$ cat src/rtl/switch_conditioner_if.sv
// switch_conditioner_if: raw switch inputs and conditioned outputs.
// The master side (board / test harness) drives the raw pins.
// The slave side (the conditioner) drives the pulses and levels.
interface switch_conditioner_if;
  logic i_Push_Raw;
  logic i_Toggle_Raw;
  logic o_Push_Pulse;
  logic o_Push_Level;
  logic o_Toggle_Pulse;
  logic o_Toggle_Level;

  modport master (
    output i_Push_Raw,
    output i_Toggle_Raw,
    input  o_Push_Pulse,
    input  o_Push_Level,
    input  o_Toggle_Pulse,
    input  o_Toggle_Level
  );

  modport slave (
    input  i_Push_Raw,
    input  i_Toggle_Raw,
    output o_Push_Pulse,
    output o_Push_Level,
    output o_Toggle_Pulse,
    output o_Toggle_Level
  );
endinterface

$ cat src/rtl/switch_conditioner.sv
// switch_conditioner: two-channel synchronise / debounce / press-edge detect.
// Channel 0 is Push and channel 1 is Toggle. The channels are identical and independent.
// Build macro AUTO_REPEAT_EN adds hold-to-repeat pulses on the Push channel.
//
// state         | meaning
// ST_IDLE       | released, level 0
// ST_PRESS_WAIT | counting consecutive pressed samples, level 0
// ST_PRESSED    | press accepted, level 1
// ST_REL_WAIT   | counting consecutive released samples, level still 1
module switch_conditioner #(
  parameter int DEB_CYCLES    = 1000000,
  parameter bit SW_ACTIVE_LOW = 1'b1,
  parameter int REPEAT_DELAY  = 25000000,
  parameter int REPEAT_PERIOD = 5000000
) (
  input  logic                 i_Clk,
  input  logic                 i_Rst,
  switch_conditioner_if.slave  sw
);
  localparam int              CW       = $clog2(DEB_CYCLES) + 1;
  localparam logic [CW-1:0]   CNT_MAX  = CW'(DEB_CYCLES);
  localparam logic            REL_LVL  = SW_ACTIVE_LOW;

  if (DEB_CYCLES < 2 || REPEAT_DELAY < 1 || REPEAT_PERIOD < 1) begin : g_bad_param
    $error("switch_conditioner: illegal parameter value");
  end

  typedef enum logic [1:0] {ST_IDLE, ST_PRESS_WAIT, ST_PRESSED, ST_REL_WAIT} state_t;

  logic [1:0]    raw;
  logic [1:0]    sync1_q, sync1_d, sync2_q, sync2_d, samp_q, samp_d;
  logic [1:0]    pulse_q, pulse_d, level_q, level_d;
  state_t        state_q [2];
  state_t        state_d [2];
  logic [CW-1:0] cnt_q   [2];
  logic [CW-1:0] cnt_d   [2];

`ifdef AUTO_REPEAT_EN
  localparam int RPT_MAX = (REPEAT_DELAY > REPEAT_PERIOD) ? REPEAT_DELAY : REPEAT_PERIOD;
  localparam int RPW     = $clog2(RPT_MAX + 1);
  logic [RPW-1:0] rpt_cnt_q, rpt_cnt_d, rpt_nxt;
  logic           rpt_arm_q, rpt_arm_d;
`endif

  assign raw = {sw.i_Toggle_Raw, sw.i_Push_Raw};

  // Saturating increment keeps the stability counter from wrapping.
  function automatic logic [CW-1:0] sat_inc(input logic [CW-1:0] v);
    return (v >= CNT_MAX) ? CNT_MAX : v + CW'(1);
  endfunction

  // Next-state logic: synchroniser shift, polarity normalise, per-channel debounce FSM.
  always_comb begin
    sync1_d = raw;
    sync2_d = sync1_q;
    samp_d  = SW_ACTIVE_LOW ? ~sync2_q : sync2_q;
    pulse_d = 2'b00;
    level_d = level_q;
    for (int ch = 0; ch < 2; ch++) begin
      state_d[ch] = state_q[ch];
      cnt_d[ch]   = cnt_q[ch];
      unique case (state_q[ch])
        ST_IDLE: begin
          if (samp_q[ch]) begin
            state_d[ch] = ST_PRESS_WAIT;
            cnt_d[ch]   = CW'(1);
          end
        end
        ST_PRESS_WAIT: begin
          if (!samp_q[ch]) begin
            state_d[ch] = ST_IDLE;
            cnt_d[ch]   = '0;
          end else if (sat_inc(cnt_q[ch]) == CNT_MAX) begin
            state_d[ch] = ST_PRESSED;
            cnt_d[ch]   = '0;
            pulse_d[ch] = 1'b1;
            level_d[ch] = 1'b1;
          end else begin
            cnt_d[ch] = sat_inc(cnt_q[ch]);
          end
        end
        ST_PRESSED: begin
          if (!samp_q[ch]) begin
            state_d[ch] = ST_REL_WAIT;
            cnt_d[ch]   = CW'(1);
          end
        end
        ST_REL_WAIT: begin
          if (samp_q[ch]) begin
            state_d[ch] = ST_PRESSED;
            cnt_d[ch]   = '0;
          end else if (sat_inc(cnt_q[ch]) == CNT_MAX) begin
            state_d[ch] = ST_IDLE;
            cnt_d[ch]   = '0;
            level_d[ch] = 1'b0;
          end else begin
            cnt_d[ch] = sat_inc(cnt_q[ch]);
          end
        end
        default: begin
          state_d[ch] = ST_IDLE;
          cnt_d[ch]   = '0;
          level_d[ch] = 1'b0;
        end
      endcase
    end

`ifdef AUTO_REPEAT_EN
    // Repeat timer advances only while held in PRESSED, freezes in REL_WAIT, clears in IDLE.
    rpt_cnt_d = rpt_cnt_q;
    rpt_arm_d = rpt_arm_q;
    rpt_nxt   = rpt_cnt_q + RPW'(1);
    if (state_q[0] == ST_PRESSED) begin
      if (rpt_nxt == (rpt_arm_q ? RPW'(REPEAT_PERIOD) : RPW'(REPEAT_DELAY))) begin
        pulse_d[0] = 1'b1;
        rpt_cnt_d  = '0;
        rpt_arm_d  = 1'b1;
      end else begin
        rpt_cnt_d = rpt_nxt;
      end
    end else if (state_q[0] == ST_IDLE) begin
      rpt_cnt_d = '0;
      rpt_arm_d = 1'b0;
    end
`endif
  end

  // State and output registers; reset parks synchronisers at the released pin level.
  always_ff @(posedge i_Clk or posedge i_Rst) begin
    if (i_Rst) begin
      sync1_q <= {2{REL_LVL}};
      sync2_q <= {2{REL_LVL}};
      samp_q  <= 2'b00;
      pulse_q <= 2'b00;
      level_q <= 2'b00;
      for (int ch = 0; ch < 2; ch++) begin
        state_q[ch] <= ST_IDLE;
        cnt_q[ch]   <= '0;
      end
`ifdef AUTO_REPEAT_EN
      rpt_cnt_q <= '0;
      rpt_arm_q <= 1'b0;
`endif
    end else begin
      sync1_q <= sync1_d;
      sync2_q <= sync2_d;
      samp_q  <= samp_d;
      pulse_q <= pulse_d;
      level_q <= level_d;
      for (int ch = 0; ch < 2; ch++) begin
        state_q[ch] <= state_d[ch];
        cnt_q[ch]   <= cnt_d[ch];
      end
`ifdef AUTO_REPEAT_EN
      rpt_cnt_q <= rpt_cnt_d;
      rpt_arm_q <= rpt_arm_d;
`endif
    end
  end

  assign sw.o_Push_Pulse   = pulse_q[0];
  assign sw.o_Push_Level   = level_q[0];
  assign sw.o_Toggle_Pulse = pulse_q[1];
  assign sw.o_Toggle_Level = level_q[1];
endmodule

$ cat src/flat_wrapper.sv
// flat-port wrapper written by rule: the top's interface ports become plain ports
module switch_conditioner_flat 
#(
  parameter int DEB_CYCLES    = 1000000,
  parameter bit SW_ACTIVE_LOW = 1'b1,
  parameter int REPEAT_DELAY  = 25000000,
  parameter int REPEAT_PERIOD = 5000000
)
  (i_Clk, i_Rst, sw_i_Push_Raw, sw_i_Toggle_Raw, sw_o_Push_Pulse, sw_o_Push_Level, sw_o_Toggle_Pulse, sw_o_Toggle_Level);
  switch_conditioner_if sw_i ();
  input  logic i_Clk;
  input  logic i_Rst;
  input wire logic [$bits(sw_i.i_Push_Raw)-1:0] sw_i_Push_Raw;
  input wire logic [$bits(sw_i.i_Toggle_Raw)-1:0] sw_i_Toggle_Raw;
  output wire logic [$bits(sw_i.o_Push_Pulse)-1:0] sw_o_Push_Pulse;
  output wire logic [$bits(sw_i.o_Push_Level)-1:0] sw_o_Push_Level;
  output wire logic [$bits(sw_i.o_Toggle_Pulse)-1:0] sw_o_Toggle_Pulse;
  output wire logic [$bits(sw_i.o_Toggle_Level)-1:0] sw_o_Toggle_Level;
  assign sw_i.i_Push_Raw = sw_i_Push_Raw;
  assign sw_i.i_Toggle_Raw = sw_i_Toggle_Raw;
  assign sw_o_Push_Pulse = sw_i.o_Push_Pulse;
  assign sw_o_Push_Level = sw_i.o_Push_Level;
  assign sw_o_Toggle_Pulse = sw_i.o_Toggle_Pulse;
  assign sw_o_Toggle_Level = sw_i.o_Toggle_Level;
  switch_conditioner #(.DEB_CYCLES(DEB_CYCLES), .SW_ACTIVE_LOW(SW_ACTIVE_LOW), .REPEAT_DELAY(REPEAT_DELAY), .REPEAT_PERIOD(REPEAT_PERIOD)) u_core (.i_Clk(i_Clk), .i_Rst(i_Rst), .sw(sw_i));
endmodule
$ cat config.mk
export PLATFORM = sky130hd
export DESIGN_NAME = switch_conditioner_flat
export DESIGN_NICKNAME = d
export VERILOG_FILES = /design/src/rtl/switch_conditioner_if.sv /design/src/rtl/switch_conditioner.sv /design/src/flat_wrapper.sv
export SDC_FILE = /design/constraint.sdc
export NUM_CORES = 1
export LEC_CHECK = 0
export ABC_AREA = 1
export CORE_ASPECT_RATIO = 1.25
export CORE_UTILIZATION = 57
export CTS_CLUSTER_SIZE = 28
export DETAILED_ROUTE_END_ITERATION = 8
export PLACE_DENSITY = 0.77
export SLEW_MARGIN = 5
export SYNTH_ARGS = -nofsm -noshare
export SYNTH_HDL_FRONTEND = slang
export SYNTH_SLANG_ARGS = --single-unit
$ cat constraint.sdc
create_clock -name i_Clk -period 2 [get_ports i_Clk]
set_input_delay 0.4 -clock i_Clk [delete_from_list [all_inputs] [get_ports i_Clk]]
set_output_delay 0.4 -clock i_Clk [all_outputs]
set_load 0.02 [all_outputs]
==> results.sh <==
export IMPL_slew_viol_final=0
export IMPL_setup_worst_path_end_class="flip-flop"
export IMPL_firstDrtPassIters=5
export IMPL_via_per_inst=5.83
export IMPL_drt_iter0_drc=310
export IMPL_grt_setup_unrepaired="yes"
export IMPL_cp_required_ns=2.19
export IMPL_grtUsageMet1_pct=35.5
export IMPL_slowest_delay_ns=0.37
export IMPL_place_area_mm2=0.00427
export IMPL_cts_tree="built"
export IMPL_place_inst=667
export IMPL_post_route_worst_setup_slack_ns=-0.140
export IMPL_clk_pin_slew_ns=0.10
export IMPL_ant_nets=0
export IMPL_grt_pass1_wl_mm=17.0
export IMPL_crit_start="u_core.cnt_q[0]"
export IMPL_grt_max_degree=36
export IMPL_irDropWorstVdd_mv=0.407
export IMPL_n_antenna_cell=0
export IMPL_postSynthCellCount=539
export IMPL_synth_most_common_cell="nand2_1"
export IMPL_path_max_fanout=5
export IMPL_r2r_end="u_core.cnt_q[4]"
export IMPL_clock_sinks=56
export IMPL_clock_latency_ns=0.32
export IMPL_r2r_setup_slack_ns=-0.14
export IMPL_maxCapViolations=0
export IMPL_synth_commonest_cells="148 x nand2_1, 62 x nand3_1, 61 x inv_1"
export IMPL_critPathSlowestCell="dfrtp_1"
export IMPL_crit_type="reg -> reg"
export IMPL_min_path_type="reg -> reg"
export IMPL_wl_per_cell_um=16.0
export IMPL_dieArea_mm2=0.00699
export IMPL_via_count=4071
export IMPL_outcome="complete, but fails checks"
export IMPL_avgSynthCellArea_um2=7.04
export IMPL_fmax_ghz=0.467
export IMPL_rows=32
export IMPL_worstRegToRegCells=14
export IMPL_yosysWarningCount=0
export IMPL_hold_buffers=0
export IMPL_grt_busiest_layer="met2"
export IMPL_ys_seq_area_share_pct=37.0
export IMPL_synthArstFlopShare_pct=100
export IMPL_io_buffers=7
export IMPL_crit_chain="ha_2 > nand2_2 > nor2_4 > nand2_4 > nor2_4 > nand3_2 > nand2_2 > nor2_1 > nor2_1 > nand2_1 > nor2_4 > nand3_4 > nand3_2 > o21ai_1"
export IMPL_hpwl_mm=7.63
export IMPL_violations="negative setup slack"
export IMPL_route_detailed_drc=0
export IMPL_tns_ns=-2.09
export IMPL_fin_nets=620
export IMPL_coreArea_mm2=0.00629
export IMPL_syn_nets=547
export IMPL_nFillCells=468
export IMPL_finalSetupViolCount=23
export IMPL_synth_edf_count=0
export IMPL_grt_overflow=0
export IMPL_cts_root_buf="clkbuf_8"
export IMPL_grtUsageTotal_pct=32.5
export IMPL_htreeDepth=2
export IMPL_die_h_um=93.2
export IMPL_fin_area_mm2=0.00480
export IMPL_cts_buffers=5
export IMPL_synth_largest_area_cell="dfrtp_1"
export IMPL_critPathLaunchType="flip-flop"
export IMPL_fin_crit_sh_pct=107
export IMPL_hold_viol_final=0
export IMPL_clk_path_buf_depth=2
export IMPL_syn_to_final_growth_pct=26.3
export IMPL_cpMostUsedCell="nor2_4"
export IMPL_wl_mm=11.1
export IMPL_ys_types=39
export IMPL_synthFlopType="dfrtp_1"
export IMPL_grtUsageMet2_pct=56.3
export IMPL_syn_cell_area_mm2=0.00380
export IMPL_critPathCapture="u_core.cnt_q[4]"
export IMPL_synth_top_area_share_pct=34.3
export IMPL_antenna_found_initial=0
export IMPL_powerDensity_mw_per_mm2=419
export IMPL_die_x_um=75.0
export IMPL_place_gp_congestion=0.938
export IMPL_cp_arrival_ns=2.33
export IMPL_reg2reg_from="u_core.cnt_q[0]"
export IMPL_min_period_ns=2.14
export IMPL_clock_skew_final_ns=0.00672
export IMPL_grt_pass1_vias=3699
export IMPL_relSlewSlack_pct=57.0
export IMPL_worstMarginPinSlew_ns=0.644
export IMPL_io_pins=8
export IMPL_drive_gt1_share_pct=29.2
export IMPL_start_util_pct=60.4
export IMPL_p_leak_nw=2.15
export IMPL_fin_cells=698
export IMPL_met3_usage_pct=4.31
export IMPL_ys_seq_elements=56
export IMPL_synth_area_leaders="dfrtp_1 34%, nand2_1 15%, nand3_1 8.2%"
kinds of logic after synthesis:
logic type	after synthesis	synth area share (%)
and+or+nand+nor	327	40.6
DFF	56	37.0
buffers and inverters	75	7.71
adders and majority gates	4	1.32
AOI/OAI and AO/OA	64	10.3
xor gates and xnor gates	13	3.00
repair_timing:
action / in CTS / in global routing
setup endpoints to repair: 18 / 25
hold endpoints to repair: 0 / 0
buffers inserted: 6 / 15
resized for setup: 20 / 55
cloned: 2 / 0
pin swaps: 5 / 27
stage by stage:
step	hold WS (ns)	power, W	util [%]	setup WS [ns]
2_1_floorplan	0.345	0.00129	-	0.0401
3_3_place_gp	0.345	0.00136	68.0	-0.0383
3_5_place_dp	0.349	0.00136	68.0	-0.0877
4_1_cts	0.364	0.00200	71.7	-0.0232
5_1_grt	0.369	0.00208	76.3	-0.274
6_report	0.363	0.00201	76.3	-0.140
sequential cells by signal, summed over array words and instances (netlist names), named ones only:
signal          count
u_core.cnt_q       42
u_core.state_q      2
u_core.pulse_q      2
u_core.sync1_q      2
u_core.level_q      2
u_core.samp_q       2
u_core.sync2_q      2
cell type report:
class                      count  area [µm²]  share of cell area [%]
sequential                    56        1410                    29.5
inverter                      67         254                    5.30
timing repair buffer          72         578                    12.1
multi-input combinational    410        2350                    49.0
clock inverter                 3        22.5                   0.470
clock buffer                   5        68.8                    1.43
tap                           85         106                    2.22
worst max-delay path, delay by kind of cell, from the launching register on:
family,cells,cell delay (ns)
and+or+nand+nor,12,1.37
DFF,1,0.37
adders and majority gates,1,0.20
AOI/OAI and AO/OA,1,0.07
how the worst min path moves through the flow:
stage | start | end | slack [ns] | cells after the start
floorplan | u_core.sync1_q[0] | u_core.sync2_q[0] | 0.35 | 0
CTS | u_core.sync1_q[1] | u_core.sync2_q[1] | 0.36 | 0
global route | u_core.sync1_q[0] | u_core.sync2_q[0] | 0.37 | 0
finish | u_core.sync1_q[1] | u_core.sync2_q[1] | 0.36 | 0
global placement | u_core.sync1_q[0] | u_core.sync2_q[0] | 0.35 | 0
detailed placement | u_core.sync1_q[1] | u_core.sync2_q[1] | 0.35 | 0
where the power goes:
part	total [W]	switching [W]	internal [W]
clock network	0.000642	0.000390	0.000252
logic	0.000199	0.000128	0.0000711
registers	0.00117	0.0000162	0.00115
layout by cell type, fill, tap and decap left out, drive strengths merged, types with 2 or more instances in the layout:
master | synthesis | layout
a21oi | 8 | 8
a32o | 2 | 2
buf | 4 | 65
clkbuf | 4 | 5
clkdlybuf4s50 | 0 | 7
clkinv | 1 | 3
dfrtp | 52 | 52
dfstp | 4 | 4
ha | 4 | 4
inv | 66 | 67
nand2 | 159 | 159
nand3 | 66 | 67
nand4 | 17 | 17
nor2 | 74 | 75
nor3 | 8 | 8
o211ai | 5 | 5
o21ai | 32 | 32
o21bai | 2 | 2
o221ai | 2 | 2
o22ai | 10 | 10
o311ai | 2 | 2
xor2 | 12 | 12
per-layer routing:
metal,vias to the layer above,share of wire (%)
met5,-,0
met2,187,52
met4,0,6.7
met3,67,5.5
met1,1903,36
li1,1914,-
Note: power is estimated with default switching activity, not from simulation.
